===== src/rtl/uart_pkg.sv =====
// uart_pkg: shared UART types, parity encodings and parity helper for the RX and TX paths
package uart_pkg;
  typedef enum logic [2:0] {IDLE, START, DATA, PARITY, STOP} rx_state_t;
  localparam logic PAR_EVEN = 1'b0;
  localparam logic PAR_ODD = 1'b1;
  function automatic logic calc_parity(input logic [63:0] data, input logic par_type);
    return (^data) ^ par_type;
  endfunction
endpackage


===== src/rtl/uart_rx_oversample_if.sv =====
// uart_rx_oversample_if: serial line in, parallel frame results out
interface uart_rx_oversample_if #(parameter int DATA_WIDTH = 8);
  logic RX_IN;
  logic [DATA_WIDTH-1:0] P_DATA_OUT;
  logic DATA_VALID;
  logic parity_error;
  logic stop_error;
  logic busy;
  modport master (output RX_IN, input P_DATA_OUT, DATA_VALID, parity_error, stop_error, busy);
  modport slave (input RX_IN, output P_DATA_OUT, DATA_VALID, parity_error, stop_error, busy);
endinterface


===== src/rtl/uart_rx_sync.sv =====
// uart_rx_sync: 2-FF synchronizer plus previous-sample register with falling-edge pulse
module uart_rx_sync (
  input  logic rx_clk,
  input  logic rst,
  input  logic i_rx,
  output logic o_sync,
  output logic o_fall
);
  logic r_s1, r_s2, r_prev;
  // line idles high, so every stage resets to 1 to avoid a fake edge after reset
  always_ff @(posedge rx_clk)
    if (rst) {r_s1, r_s2, r_prev} <= 3'b111;
    else {r_s1, r_s2, r_prev} <= {i_rx, r_s1, r_s2};
  assign o_sync = r_s2;
  assign o_fall = r_prev & ~r_s2;
endmodule


===== src/rtl/uart_rx_oversample.sv =====
// uart_rx_oversample: N-times oversampling UART receiver; define UART_RX_MAJORITY_EN for 3-sample majority voting
module uart_rx_oversample
  import uart_pkg::*;
#(
  parameter int DATA_WIDTH = 8,
  parameter int PAR_EN = 1,
  parameter int PAR_TYPE = 0,
  parameter int N = 4
) (
  input logic rx_clk,
  input logic rst,
  uart_rx_oversample_if.slave bus
);
  localparam int PW = $clog2(N);
  localparam int IW = $clog2(DATA_WIDTH) + 1;
  localparam logic [PW-1:0] C_MID = PW'(N / 2);
  localparam logic [PW-1:0] C_DEC = PW'(N / 2 + 1);
  localparam logic [PW-1:0] C_LAST = PW'(N - 1);
  rx_state_t r_state, w_next;
  logic [PW-1:0] r_phase;
  logic [IW-1:0] r_idx;
  logic [DATA_WIDTH-1:0] r_shift, r_data;
  logic r_v1, r_par_err, r_valid, r_perr, r_serr, r_busy;
  logic w_sync, w_fall, w_dec, w_bit, w_last;
  logic w_valid, w_perr, w_serr, w_done;
  uart_rx_sync u_sync (.rx_clk(rx_clk), .rst(rst), .i_rx(bus.RX_IN), .o_sync(w_sync), .o_fall(w_fall));
  assign w_dec = r_phase == C_DEC;
  assign w_last = r_idx == IW'(DATA_WIDTH - 1);
  // center sample of each bit, held until the decision point one cycle later
  always_ff @(posedge rx_clk)
    if (r_phase == C_MID) r_v1 <= w_sync;
`ifdef UART_RX_MAJORITY_EN
  logic r_v0;
  // early sample for the vote; the late sample is the live synced bit at the decision
  always_ff @(posedge rx_clk)
    if (r_phase == PW'(N / 2 - 1)) r_v0 <= w_sync;
  assign w_bit = (r_v0 & r_v1) | (r_v0 & w_sync) | (r_v1 & w_sync);
`else
  assign w_bit = r_v1;
`endif
  // state register
  always_ff @(posedge rx_clk)
    if (rst) r_state <= IDLE;
    else r_state <= w_next;
  // next state: every bit is resolved at its decision phase
  always_comb begin
    w_next = r_state;
    case (r_state)
      IDLE:    w_next = w_fall ? START : IDLE;
      START:   w_next = w_dec ? (w_bit ? IDLE : DATA) : START;
      DATA:    w_next = (w_dec && w_last) ? (PAR_EN != 0 ? PARITY : STOP) : DATA;
      PARITY:  w_next = w_dec ? STOP : PARITY;
      STOP:    w_next = w_dec ? IDLE : STOP;
      default: w_next = IDLE;
    endcase
  end
  // bit phase, data shift and parity check; counters park at start values while idle
  always_ff @(posedge rx_clk)
    if (rst || r_state == IDLE) begin
      r_phase <= PW'(1);
      r_idx <= '0;
      r_par_err <= 1'b0;
    end else begin
      r_phase <= r_phase == C_LAST ? '0 : r_phase + 1'b1;
      if (r_state == DATA && w_dec) begin
        r_shift <= {w_bit, r_shift[DATA_WIDTH-1:1]};
        r_idx <= r_idx + 1'b1;
      end
      if (r_state == PARITY && w_dec) r_par_err <= w_bit != calc_parity(64'(r_shift), PAR_TYPE[0]);
    end
  // frame outcome at the stop decision
  always_comb begin
    w_done = r_state == STOP && w_dec;
    w_valid = w_done && w_bit && !r_par_err;
    w_perr = w_done && r_par_err;
    w_serr = w_done && !w_bit;
  end
  // registered outputs; data is loaded on every completed frame, even a bad one
  always_ff @(posedge rx_clk)
    if (rst) begin
      r_data <= '0;
      {r_valid, r_perr, r_serr, r_busy} <= 4'b0;
    end else begin
      if (w_done) r_data <= r_shift;
      {r_valid, r_perr, r_serr} <= {w_valid, w_perr, w_serr};
      r_busy <= w_next != IDLE;
    end
  assign bus.P_DATA_OUT = r_data;
  assign bus.DATA_VALID = r_valid;
  assign bus.parity_error = r_perr;
  assign bus.stop_error = r_serr;
  assign bus.busy = r_busy;
endmodule


===== src/flat_wrapper.sv =====
// flat-port wrapper written by rule: the top's interface ports become plain ports
module uart_rx_oversample_flat import uart_pkg::*;
#(
  parameter int DATA_WIDTH = 8,
  parameter int PAR_EN = 1,
  parameter int PAR_TYPE = 0,
  parameter int N = 4
)
  (rx_clk, rst, bus_RX_IN, bus_P_DATA_OUT, bus_DATA_VALID, bus_parity_error, bus_stop_error, bus_busy);
  uart_rx_oversample_if #(.DATA_WIDTH(DATA_WIDTH)) bus_i ();
  input logic rx_clk;
  input logic rst;
  input wire logic [$bits(bus_i.RX_IN)-1:0] bus_RX_IN;
  output wire logic [$bits(bus_i.P_DATA_OUT)-1:0] bus_P_DATA_OUT;
  output wire logic [$bits(bus_i.DATA_VALID)-1:0] bus_DATA_VALID;
  output wire logic [$bits(bus_i.parity_error)-1:0] bus_parity_error;
  output wire logic [$bits(bus_i.stop_error)-1:0] bus_stop_error;
  output wire logic [$bits(bus_i.busy)-1:0] bus_busy;
  assign bus_i.RX_IN = bus_RX_IN;
  assign bus_P_DATA_OUT = bus_i.P_DATA_OUT;
  assign bus_DATA_VALID = bus_i.DATA_VALID;
  assign bus_parity_error = bus_i.parity_error;
  assign bus_stop_error = bus_i.stop_error;
  assign bus_busy = bus_i.busy;
  uart_rx_oversample #(.DATA_WIDTH(DATA_WIDTH), .PAR_EN(PAR_EN), .PAR_TYPE(PAR_TYPE), .N(N)) u_core (.rx_clk(rx_clk), .rst(rst), .bus(bus_i));
endmodule

===== config.mk =====
export PLATFORM = sky130hd
export DESIGN_NAME = uart_rx_oversample_flat
export DESIGN_NICKNAME = d
export VERILOG_FILES = /design/src/rtl/uart_pkg.sv /design/src/rtl/uart_rx_oversample_if.sv /design/src/rtl/uart_rx_sync.sv /design/src/rtl/uart_rx_oversample.sv /design/src/flat_wrapper.sv
export SDC_FILE = /design/constraint.sdc
export NUM_CORES = 1
export LEC_CHECK = 0
export CAP_MARGIN = 20
export CELL_PAD_IN_SITES_DETAIL_PLACEMENT = 1
export CELL_PAD_IN_SITES_GLOBAL_PLACEMENT = 1
export CORE_MARGIN = 1
export CORE_UTILIZATION = 38
export CTS_CLUSTER_DIAMETER = 120
export CTS_CLUSTER_SIZE = 10
export DETAILED_ROUTE_END_ITERATION = 10
export GPL_TIMING_DRIVEN = 0
export PLACE_DENSITY_LB_ADDON = 0.15
export SLEW_MARGIN = 30
export SYNTH_ARGS = -nofsm -noshare
export SYNTH_HDL_FRONTEND = slang
export SYNTH_SLANG_ARGS = --single-unit

===== constraint.sdc =====
create_clock -name rx_clk -period 1.4 [get_ports rx_clk]
set_input_delay 0.28 -clock rx_clk [delete_from_list [all_inputs] [get_ports rx_clk]]
set_output_delay 0.28 -clock rx_clk [all_outputs]
set_load 0.02 [all_outputs]

==> results.ini <==
[outcome]
outcome = finished clean

[power_and_ir_drop]
power_switching_uw = 337
p_total_mw = 1.56
p_int_mw = 1.22
netSwitchingFraction_pct = 21.6
combPwrFrac_pct = 3.3
ir_worst_vdd_v = 0.000549
p_clk_share_pct = 31.4
power_frac_seq_pct = 65.3
p_leak_nw = 0.621
p_per_area_nw_per_um2 = 975

[floorplanning]
core_um2 = 3150
die_h_um = 60.4
dieArea_um2 = 3640
start_util_pct = 41.0
die_w_um = 60.4
num_rows = 20
io_pins = 15

[global_route]
grt_max_degree = 11
grt_overflow = 0
grt_pass1_vias = 915
busiest_layer = met2
grtUsageTotal_pct = 16.3
use_met3_pct = 3.84
global_route.usage.met2_pct = 28.6
antenna_found_initial = 0
use_met1_pct = 18.6
grt_pass1_wl_mm = 4.17

[critical_path]
cp.required_ns = 1.62
worst_setup_path_end_kind = register
path_cells = xor2_1, xnor3_1, nand4b_1, o211ai_1
critPathLaunchType = register
r2r-start = u_core.r_shift[2]
crit_end = u_core.r_par_err
crit_fanout = 2
reg2reg_depth = 4
worst_path_largest_cell_delay_ns = 0.44
slowest_stage = xnor3_1
crit_start = u_core.r_shift[2]
reg2reg_slack_ns = 0.03
r2r_end = u_core.r_par_err
critPathKind = register to register
crit_arrival_ns = 1.59

[min_path]
hp-class = register to register
min-delay-start = u_core.u_sync.r_s1

[synth]
synth_nets = 125
syn-cell-area_um2 = 1290
ys_top_cells_by_area = dfxtp_1, edfxtp_1, nand2_1
syn_inst = 119
synth_seq_area_share_pct = 59.6
synthMuxAreaShare_pct = 1.55
synth_cell_types = 32
ys.flop_type = dfxtp_1
synth_area_leader_cell = dfxtp_1
synthArstFlopShare_pct = 0
synth_top_family_by_area = simple AND/OR/NAND/NOR gates
synthAdderAreaFrac_pct = 2.90
synth-compound-area-share_pct = 6.96
ys_ff_latch = 34
syn_avg_cell_area_um2 = 10.9
synth_xor_area_share_pct = 7.16
yosysWarnings = 0
synth_edf_count = 9
yosysMostFrequentCell = dfxtp_1
yosys.area_share.simple_pct = 18.7
yosys.area.top_type_share_pct = 38.7
netlist_top_cells_count = dfxtp_1, nand2_1, a21oi_1, edfxtp_1, nor2_1

[clocking]
cts_sinks = 34
clkLatencyLatePin_ns = 0.33
clkTransAtPathRegs_ns = 0.09
root_buffer = clkbuf_4
cts_tree = yes
numCtsBuffers = 5
htree_levels = 2
ctsLongestPathBuffers = 2

[route]
vias_per_cell = 4.92
wl_per_cell_um = 13.8
drtIter0Drc = 26
drc = 0
routed-via-count = 934
ant_nets = 0
first_pass_iters = 4
finalWirelength_mm = 2.62

[sta]
skew_ns = 0.00396
worstMarginPinSlew_ns = 0.408
final-max-slew-violation-count = 0
finalCritPeriodShare_pct = 98.1
max_freq_ghz = 0.728
hold_viol_final = 0
holdWs_ns = 0.432
setup_tns_ns = 0
period_minus_slack_ns = 1.37
rsz0062_at_grt = true
setup_violations = 0
layout_setup_ws_ns = 0.0267
slew_headroom_pct = 72.6

[layout]
fin_cells = 190
diodes = 0
drive_above_1_share_pct = 19.9
fin_util_pct = 50.7
finalInstanceArea_um2 = 1600
finalNetCount = 151
area_growth_pct = 23.6

[placed_design]
place_hpwl_mm = 1.92
place_area_um2 = 1490
dp_cells = 177
portBuffers = 14
routabilityCongestion = 0.722
place_ws_ns = -0.569

[flow_run]
maxCapViolCount = 0

[flip-flops by register name, summed over array words and instances (netlist names), 2 cells and up]
register	cells
u_core.bus.P_DATA_OUT	8
u_core.r_idx	4
u_core.r_phase	2
u_core.r_shift	8
u_core.r_state	3
[kinds of logic after synthesis]
logic type      after synthesis
simple gates                 47
flops                        34
compound gates               15
mux                           2
xor+xnor                      9
buf+inv                       9
fa+ha+maj                     3
[layout make-up]
class	instances	area, um^2
fill	362	1550
timing repair buffer	20	170
tap	44	55.1
clock buffer	6	41.3
multi-input combinational	76	508
clock inverter	2	8.76
buffer	4	26.3
inverter	4	15.0
sequential	34	774
[cells in the final DEF (no fill, tap or decap), types with 4 or more instances in the layout]
master         Yosys  final
nor3_1             4      4
nand3_1            4      4
xnor2_1            5      5
inv_1              4      4
nor2_1             8      6
a21oi_1            9      9
edfxtp_1           9      9
nand2_1           17     17
dlygate4sd2_1      0     12
dfxtp_1           25     22
clkbuf_4           0      5
buf_4              0      6
[repair_timing]
action / 4_1_cts / 5_1_grt
gates resized for setup: 20 / 4
setup endpoints to repair: 32 / 22
buffers inserted: 5 / 1
hold buffers: 0 / 0
pin swaps: 1 / 1
[power groups by stage]
| stage | Sequential, mW | Clock, mW | Combinational [mW] |
|---|---|---|---|
| 2_1_floorplan | 1.04 | 0 | 0.0256 |
| 3_3_place_gp | 1.04 | 0 | 0.0445 |
| 3_5_place_dp | 1.04 | 0 | 0.0465 |
| 4_1_cts | 1.02 | 0.507 | 0.0517 |
| 5_1_grt | 1.02 | 0.541 | 0.0580 |
| 6_report | 1.02 | 0.489 | 0.0517 |
[layer usage]
| metal | wire (um) | vias up | part of all wire, % |
|---|---|---|---|
| li1 | - | 458 | - |
| met1 | 1120 | 452 | 43 |
| met2 | 1370 | 18 | 52 |
| met3 | 85 | 6 | 3.2 |
| met4 | 41 | 0 | 1.6 |
| met5 | 0 | - | 0 |
[worst min path at each step]
stage	endpoint	slack (ns)	cells past startpoint
after floorplan	u_core.u_sync.r_s1	0.38	1
after CTS	u_core.u_sync.o_sync	0.44	1
final	u_core.u_sync.o_sync	0.43	1
after global placement	u_core.u_sync.o_sync	0.40	1
after global routing	u_core.u_sync.o_sync	0.45	1
after detailed placement	u_core.u_sync.o_sync	0.42	1
[worst max-delay path: cells and delay by family (launching register included)]
family	cells	cell delay (ns)
xor+xnor	2	0.64
flops	1	0.42
simple gates	1	0.10
compound gates	1	0.10
Note: power is estimated with default switching activity, not from simulation.
